File: src/rtl/io_clamp_pkg.sv
// Shared types and constants for the IO-ring clamp sequencer.
//   state_e      : sequencer FSM state encoding (2 bits, visible on state_o).
//   MAX_SEG      : largest supported number of IO supply segments.
//   thermo_bit() : one bit of the clamp thermometer code for a given count.
package io_clamp_pkg;

  typedef enum logic [1:0] {
    ST_OPEN    = 2'd0,
    ST_ASSERT  = 2'd1,
    ST_CLAMPED = 2'd2,
    ST_RELEASE = 2'd3
  } state_e;

  localparam int MAX_SEG = 16;

  // Bit 'pos' of a thermometer code holding 'cnt' ones from bit 0.
  function automatic logic thermo_bit(input logic [4:0] pos, input logic [4:0] cnt);
    return (pos < cnt);
  endfunction

endpackage

File: src/rtl/io_clamp_step_timer.sv
// Settle-interval down-counter for the clamp sequencer.
//   clk, rst_n : always-on clock, asynchronous active-low reset (count -> 0).
//   load       : load load_val this cycle (takes priority over counting).
//   load_val   : value to load.
//   enable     : allow a nonzero count to decrement by one.
//   zero       : count is zero (decoded from the count register).
module io_clamp_step_timer #(
  parameter int CW = 4
) (
  input  logic          clk,
  input  logic          rst_n,
  input  logic          load,
  input  logic [CW-1:0] load_val,
  input  logic          enable,
  output logic          zero
);

  logic [CW-1:0] cnt_r;

  // Settle counter: load on a step, otherwise count down to zero and stick.
  always_ff @(posedge clk or negedge rst_n) begin
    if (!rst_n) begin
      cnt_r <= {CW{1'b0}};
    end else if (load) begin
      cnt_r <= load_val;
    end else if (enable && (cnt_r != {CW{1'b0}})) begin
      cnt_r <= cnt_r - {{(CW-1){1'b0}}, 1'b1};
    end else begin
      cnt_r <= cnt_r;
    end
  end

  assign zero = (cnt_r == {CW{1'b0}});

endmodule

File: src/rtl/io_clamp_seq.sv
// IO-ring power clamp / isolation sequencer. Clamps or releases the IO supply
// segments one at a time (thermometer order from bit 0) with a settle wait
// after each enabled segment, and acknowledges on a level req/ack handshake.
// Reset lands in the safe state: every segment clamped and acknowledged.
//   clk      : always-on clock.
//   rst_n    : asynchronous active-low reset.
//   req_i    : 1 = clamp all segments, 0 = release all segments.
//   seg_en_i : per-segment settle enable, sampled at that segment's step.
//   clamp_o  : clamp enables, thermometer coded from bit 0.
//   ack_o    : follows req_i once a sequence has completed.
//   busy_o   : high while clamping or releasing is in progress.
//   state_o  : FSM state (OPEN=0, ASSERT=1, CLAMPED=2, RELEASE=3).
module io_clamp_seq
  import io_clamp_pkg::*;
#(
  parameter int N_SEG    = 4,
  parameter int STEP_CYC = 16
) (
  input  logic             clk,
  input  logic             rst_n,
  input  logic             req_i,
  input  logic [N_SEG-1:0] seg_en_i,
  output logic [N_SEG-1:0] clamp_o,
  output logic             ack_o,
  output logic             busy_o,
  output logic [1:0]       state_o
);

  localparam int CW   = $clog2(STEP_CYC);
  // A one-cycle step interval gives CW=0; keep at least one counter bit.
  localparam int CW_I = (CW < 1) ? 1 : CW;
  localparam int IW   = $clog2(N_SEG + 1);

  state_e           state_r;
  logic [IW-1:0]    idx_r;
  logic [N_SEG-1:0] clamp_r;
  logic             ack_r;
  logic             busy_r;

  logic             cnt_zero_s;
  logic             idx_full_s;
  logic             idx_empty_s;
  logic             step_up_s;
  logic             step_dn_s;
  logic             seg_up_s;
  logic             seg_dn_s;
  logic [CW_I-1:0]  load_val_s;
  logic [N_SEG-1:0] therm_up_s;
  logic [N_SEG-1:0] therm_dn_s;

  assign idx_full_s  = (idx_r == IW'(N_SEG));
  assign idx_empty_s = (idx_r == {IW{1'b0}});

  // A step happens only with the settle counter expired. The first step of a
  // sequence shares the edge that leaves OPEN/CLAMPED; a reversal edge never
  // steps because the direction no longer matches the state.
  assign step_up_s = cnt_zero_s && !idx_full_s && req_i &&
                     ((state_r == ST_OPEN) || (state_r == ST_ASSERT));
  assign step_dn_s = cnt_zero_s && !idx_empty_s && !req_i &&
                     ((state_r == ST_CLAMPED) || (state_r == ST_RELEASE));

  // Settle enable of the segment touched by the next step, and the clamp
  // pattern after an increment / decrement of idx.
  always_comb begin
    seg_up_s   = 1'b0;
    seg_dn_s   = 1'b0;
    therm_up_s = {N_SEG{1'b0}};
    therm_dn_s = {N_SEG{1'b0}};
    for (int i = 0; i < N_SEG; i++) begin
      seg_up_s      = seg_up_s | ((idx_r == IW'(i)) & seg_en_i[i]);
      seg_dn_s      = seg_dn_s | ((idx_r == IW'(i + 1)) & seg_en_i[i]);
      therm_up_s[i] = thermo_bit(5'(i), 5'(idx_r) + 5'd1);
      therm_dn_s[i] = thermo_bit(5'(i), 5'(idx_r) - 5'd1);
    end
  end

  assign load_val_s = (step_up_s ? seg_up_s : seg_dn_s) ? CW_I'(STEP_CYC - 1)
                                                        : {CW_I{1'b0}};

  io_clamp_step_timer #(
    .CW (CW_I)
  ) u_timer (
    .clk      (clk),
    .rst_n    (rst_n),
    .load     (step_up_s | step_dn_s),
    .load_val (load_val_s),
    .enable   (busy_r),
    .zero     (cnt_zero_s)
  );

  // Sequencer FSM with segment count, clamp pattern and handshake registers.
  always_ff @(posedge clk or negedge rst_n) begin
    if (!rst_n) begin
      state_r <= ST_CLAMPED;
      idx_r   <= IW'(N_SEG);
      clamp_r <= {N_SEG{1'b1}};
      ack_r   <= 1'b1;
      busy_r  <= 1'b0;
    end else begin
      if (step_up_s) begin
        idx_r   <= idx_r + IW'(1);
        clamp_r <= therm_up_s;
      end else if (step_dn_s) begin
        idx_r   <= idx_r - IW'(1);
        clamp_r <= therm_dn_s;
      end else begin
        idx_r   <= idx_r;
        clamp_r <= clamp_r;
      end

      state_r <= state_r;
      ack_r   <= ack_r;
      busy_r  <= busy_r;
      case (state_r)
        ST_OPEN: begin
          if (req_i) begin
            state_r <= ST_ASSERT;
            busy_r  <= 1'b1;
          end else begin
            state_r <= ST_OPEN;
          end
        end
        ST_ASSERT: begin
          if (!req_i) begin
            state_r <= ST_RELEASE;
          end else if (cnt_zero_s && idx_full_s) begin
            state_r <= ST_CLAMPED;
            ack_r   <= 1'b1;
            busy_r  <= 1'b0;
          end else begin
            state_r <= ST_ASSERT;
          end
        end
        ST_CLAMPED: begin
          if (!req_i) begin
            state_r <= ST_RELEASE;
            busy_r  <= 1'b1;
          end else begin
            state_r <= ST_CLAMPED;
          end
        end
        ST_RELEASE: begin
          if (req_i) begin
            state_r <= ST_ASSERT;
          end else if (cnt_zero_s && idx_empty_s) begin
            state_r <= ST_OPEN;
            ack_r   <= 1'b0;
            busy_r  <= 1'b0;
          end else begin
            state_r <= ST_RELEASE;
          end
        end
        default: begin
          state_r <= ST_CLAMPED;
          ack_r   <= 1'b1;
          busy_r  <= 1'b0;
        end
      endcase
    end
  end

  assign clamp_o = clamp_r;
  assign ack_o   = ack_r;
  assign busy_o  = busy_r;
  assign state_o = state_r;

endmodule

File: config.mk
export PLATFORM = sky130hd
export DESIGN_NAME = io_clamp_seq
export DESIGN_NICKNAME = d
export VERILOG_FILES = /design/src/rtl/io_clamp_pkg.sv /design/src/rtl/io_clamp_step_timer.sv /design/src/rtl/io_clamp_seq.sv
export SDC_FILE = /design/constraint.sdc
export NUM_CORES = 1
export LEC_CHECK = 0
export CAP_MARGIN = 20
export CORE_MARGIN = 2
export CORE_UTILIZATION = 25
export DETAILED_ROUTE_END_ITERATION = 6
export DONT_BUFFER_PORTS = 1
export PLACE_DENSITY_LB_ADDON = 0.3
export SLEW_MARGIN = 5
export SYNTH_ARGS = -nofsm -noshare
export SYNTH_HDL_FRONTEND = slang
export SYNTH_HIERARCHICAL = 1
export SYNTH_SLANG_ARGS = --single-unit
File: constraint.sdc
create_clock -name clk -period 5.85 [get_ports clk]
set_input_delay 0.585 -clock clk [delete_from_list [all_inputs] [get_ports clk]]
set_output_delay 0.585 -clock clk [all_outputs]
set_load 0.02 [all_outputs]
Yosys cells after proc, flatten, opt, wreduce, memory -nomap -nowiden
Index checks and enable logic that the tools add are counted.
{ "op_classes": {"n_addsub": 5, "shifts": 0, "n_bitwise": 15, "div_mod_pow": 0, "muxes": 25, "n_lt_le_gt_ge": 8, "n_mul": 0, "n_eq_ne": 13, "reduce_logical": 23} }
{ "op_table": {"columns": ["operator", "n"], "rows": [
  ["1-bit by 5-bit less-than comparator with 1-bit output (first input constant)", 4],
  ["4-bit two-way mux", 5],
  ["2-bit by 5-bit less-than comparator with 1-bit output (first input constant)", 3],
  ["1-bit two-way mux", 11],
  ["1-bit logical AND", 9],
  ["1-bit AND", 8],
  ["2-bit two-way mux", 4],
  ["2-bit != test (second input constant)", 4],
  ["2-bit one-hot mux with 4 select lines", 1],
  ["1-bit bitwise OR", 7],
  ["3-bit by 2-bit == test with 1-bit output (second input constant)", 2],
  ["3-bit two-way mux", 2],
  ["6-bit AND reduction", 1],
  ["2-bit nonzero test", 3],
  ["5-bit AND reduction", 1],
  ["3-bit by 1-bit adder with 4-bit output (second input constant)", 1],
  ["2-bit == test (second input constant)", 2],
  ["4-bit logical NOT", 1],
  ["2-bit by 4-bit less-than comparator with 1-bit output (first input constant)", 1],
  ["2-bit by 1-bit != test with 1-bit output (second input constant)", 2],
  ["1-bit one-hot mux with 4 select lines", 1],
  ["4-bit nonzero test", 1],
  ["3-bit by 1-bit subtractor with 4-bit output (second input constant)", 1],
  ["4-bit by 1-bit subtractor with 4-bit output (second input constant)", 1],
  ["10 further kinds", 13]
]} }
{ "word_totals": {"mem_count": 0, "latchBits": 0, "out_inout_bits": 8, "register_bits": 15, "ramBits": 0, "mem_bits_ro": 0} }

Logic depth before layout (Yosys ltp)
{ "logic_depth": {"ltp_word": 8, "ltp_mapped": 9, "ltp_nobuf": 9} }

Hierarchy
Netlist, hierarchy kept.
{ "by_module_without_submodules": {"columns": ["module", "area_per_inst_um2", "n_inst", "cells_per_inst"], "rows": [
  ["io_clamp_seq", 809.5, 1, 87],
  ["io_clamp_step_timer", 270.3, 1, 27]
]} }

Worst setup path before layout
Ideal clock, no wire load.
{ "synth_timing": {"path_type": "reg-to-reg", "start": "register idx_r[0]", "end": "register u_timer.cnt_r[1]", "setup_time_ns": 0.080, "arrival_time_ns": 2.064, "period_less_slack_ns": 2.145, "stages_incl_launch_ff": 9, "path_buffers": 1, "path_slack_ns": 3.705, "path_cell_list": "dfrtp_1 -> inv_1 -> ha_1 -> inv_1 -> o211ai_4 -> inv_2 -> buf_6 -> or4_1 -> o211ai_2"} }
{ "synth_between": {"elab_chain_cells": 8} }
{ "synth_rtl": {"columns": ["element", "line", "text"], "rows": [
  ["start: declaration", "io_clamp_seq.sv:35", "logic [IW-1:0] idx_r;"],
  ["start signal: assignment", "io_clamp_seq.sv:95", "idx_r <= IW'(N_SEG);"],
  ["start signal: assignment", "io_clamp_seq.sv:101", "idx_r <= idx_r + IW'(1);"],
  ["start signal: assignment", "io_clamp_seq.sv:104", "idx_r <= idx_r - IW'(1);"],
  ["3-bit by 1-bit == test with 1-bit output (tied with other cells)", "io_clamp_seq.sv:70, io_clamp_seq.sv:71", null],
  ["1-bit AND (tied with other cells)", "io_clamp_seq.sv:71", "seg_dn_s = seg_dn_s | ((idx_r == IW'(i + 1)) & seg_en_i[i]);"],
  ["1-bit bitwise OR (tied with other cells) (3 in series)", "io_clamp_seq.sv:71", null],
  ["1-bit two-way mux", "io_clamp_seq.sv:77", "assign load_val_s = (step_up_s ? seg_up_s : seg_dn_s) ? CW_I'(STEP_CYC - 1)"],
  ["4-bit two-way mux", "io_clamp_seq.sv:77", null],
  ["4-bit two-way mux", "io_clamp_step_timer.sv:24", "end else if (load) begin"],
  ["end signal: assignment", "io_clamp_step_timer.sv:23", "cnt_r <= {CW{1'b0}};"],
  ["end signal: assignment", "io_clamp_step_timer.sv:25", "cnt_r <= load_val;"],
  ["end signal: assignment", "io_clamp_step_timer.sv:27", "cnt_r <= cnt_r - {{(CW-1){1'b0}}, 1'b1};"],
  ["end: declaration", "io_clamp_step_timer.sv:18", "logic [CW-1:0] cnt_r;"]
]} }
Several ways; a longest one is shown, not always the timed one.
A chain may end at the register's enable or synchronous reset.

Final worst setup path
{ "layout_timing": {"start": "register u_timer.cnt_r[0]", "end": "register u_timer.cnt_r[3]"} }
{ "layout_between": {"elab_chain_cells": 7} }
{ "layout_rtl": {"columns": ["element", "line", "text"], "rows": [
  ["4-bit logical NOT *", "io_clamp_step_timer.sv:33", "assign zero = (cnt_r == {CW{1'b0}});"],
  ["named net cnt_zero_s", "io_clamp_seq.sv:40", "logic cnt_zero_s;"],
  ["1-bit logical AND (3 in series)", "io_clamp_seq.sv:57", "assign step_up_s = cnt_zero_s && !idx_full_s && req_i &&"],
  ["1-bit two-way mux", "io_clamp_seq.sv:77", null],
  ["4-bit two-way mux", "io_clamp_seq.sv:77", null],
  ["4-bit two-way mux", "io_clamp_step_timer.sv:24", null]
]} }
The timed path passes the listed nets; every way through them passes the cells marked *. The select of a mux whose other input is x is not followed.

==> metrics.csv <==
metric,value,unit
p_leak,0.4835,nW
synth_mux_area_share,1.043,%
finalClockSkew,0.002393,ns
fin_ws,3.331,ns
die_area,4861,um2
path_clk_slew,0.06,ns
period_share,43.06,%
grt.total_usage,10.08,%
cp_slowest_cell,nor3b_2,
drive_above_1_share,19.30,%
endpoint_kind,flop,
cts_setup_buffers,0,
vdd_drop_max,0.0002343,V
worstHoldPathType,in2async,
synth_area_per_cell,9.472,um2
cts_resized,0,
critPathBufInv,1,
synth_top_area_share,18.54,%
slew-limit-headroom,49.29,%
yosys.area.top_type,dfrtp_1,
place_inst,160,
io_pins,15,
worst_setup_path_start_kind,flop,
fmax,397.0,MHz
powerDensity,556.6,nW/um2
clockRootBuffer,clkbuf_8,
die_h,69.72,um
synthesis.area,1080,um2
gp_congestion,0.7200,
post-place-ws,3.325,ns
fin_nets,129,
async_flop_share,100.0,%
ant_nets,0,
area_growth_syn_to_layout,5.910,%
synthTopCellsByCount,"13 x nand2_1, 13 x o21ai_0, 9 x inv_1, 8 x dfrtp_1",
maxSlewViolCount,0,
dp_hpwl,1693,um
core-area,4086,um2
ys.flop_type,dfrtp_1,
fin_crit,2.519,ns
portBuffers,0,
diodes,0,
synth_fa_ha_area_share,8.111,%
synthXorXnorAreaFrac,2.433,%
yosysWarningCount,6,
rsz0062_at_grt,no,
tns,0,ns
run_status,finished clean,
grt_max_degree,16,
dr.first_iter.drc_count,37,
critPathMaxFanout,10,
crit_chain,"inv_1, ha_1, nor3b_2, nand3b_4, nor2_1, a21oi_1, a221o_1",
worstMarginPinSlew,0.7573,ns
synth_edf_count,0,
routedWlPerCell,13.46,um
maxCapViolCount,0,
synth-seq-cells,15,
grt_pass1_vias,850,
htreeDepth,1,
cts_tree,built,
synth-compound-area-share,25.38,%
grt_pass1_wl,3933,um
start_util,26.42,%
synth-simple-area-share,19.81,%
hold_buffers,0,
numCtsBuffers,3,
clkSinkCount,15,
path_class,reg2reg,
finalSetupViolCount,0,
crit_arrival,2.65,ns
num_vias,823,
drt_pre_antenna_iters,4,
clock_latency,0.25,ns
yosysSeqAreaShare,35.57,%
synth_cell_types,42,
hold_viol,0,
antenna_found_initial,0,
clock_path_buffers,2,
gr-total-overflow,0,
required,5.98,ns
dieWidth,69.72,um
crit_family,simple AND/OR/NAND/NOR gates,
route.detailed.drc,0,
vias_per_cell,5.018,
fp-row-count,23,
syn_nets,128,
synth_top_family_by_area,compound AO/OA/AOI/OAI gates,
synth_top_cells_by_area,"dfrtp_1 19%, dfstp_2 17%, ha_1 8.1%",
layout.cells.non_filler,164,
synthCells,114,
cpPeakStageDelay,0.65,ns
routed_wl,2207,um
-- final cells by class --
cell class	count	area (um2)
Tap cell	50	62.56
Multi-Input combinational cell	85	613.1
Sequential cell	15	384.1
Fill cell	435	2943
Clock inverter	1	5.005
Clock buffer	3	41.29
Inverter	10	37.54
-- layer usage --
metal,up-vias,track usage [%],wire (um)
met5,-,0,0
met2,21,16.88,1071
met4,0,3.205,16
met3,2,4.360,170
met1,386,11.59,948
li1,414,-,-
-- layout by cell type, fill, tap and decap left out, types with 2 or more instances in the layout --
cell,count
and2_1,2
xor2_1,2
dfrtp_1,8
nor2_1,5
o211ai_1,2
o211ai_2,2
o21ai_0,13
ha_1,7
dfstp_2,7
a31oi_1,2
a21oi_1,6
a22oi_1,2
inv_1,9
nand2_1,13
clkbuf_8,3
nand3_1,3
nor3_1,2
-- kinds of logic (layout without fill, tap and decap cells) --
kind of cell    count (synthesis)  in the layout
compound gates                 38             38
xor+xnor                        3              3
fa+ha+maj                       7              7
buf+inv                        14             14
flops                          15             15
mux                             1              1
simple gates                   36             36
-- final timing paths --
path,slack (ns),start,cells after the start,endpoint
worst min-delay path,0.03,rst_n,0,idx_r[1]
max in group asynchronous,5.65,rst_n,0,state_o[1]
worst max-delay path,3.33,u_timer/cnt_r[0],7,u_timer/cnt_r[3]
worst max register to register,3.33,u_timer/cnt_r[0],7,u_timer/cnt_r[3]
worst min register to register,0.52,clamp_o[3],2,clamp_o[3]
min in group clk,0.44,req_i,1,busy_o
-- sequential cells by signal, indices dropped and copies added (netlist names) --
name,cells
busy_o,1
ack_o,1
clamp_o,4
idx_r,3
state_o,2
u_timer/cnt_r,4
-- through the flow --
step	total power [mW]	area [um2]	hold slack [ns]	util, %
after floorplan	0.5043	1080	0.2894	-
final	0.6366	1144	0.02703	27.99
after CTS	0.6456	1144	0.01779	27.99
after global placement	0.5510	1097	0.2901	26.85
after global routing	0.6990	1144	0.01040	27.99
after detailed placement	0.5569	1097	0.2901	26.85
-- where the power goes --
part	internal [mW]	total, mW	switching, mW
combinational	0.129	0.297	0.168
clock	0.0471	0.0836	0.0365
sequential	0.166	0.256	0.0898
Power figures use the tool's default switching activity.
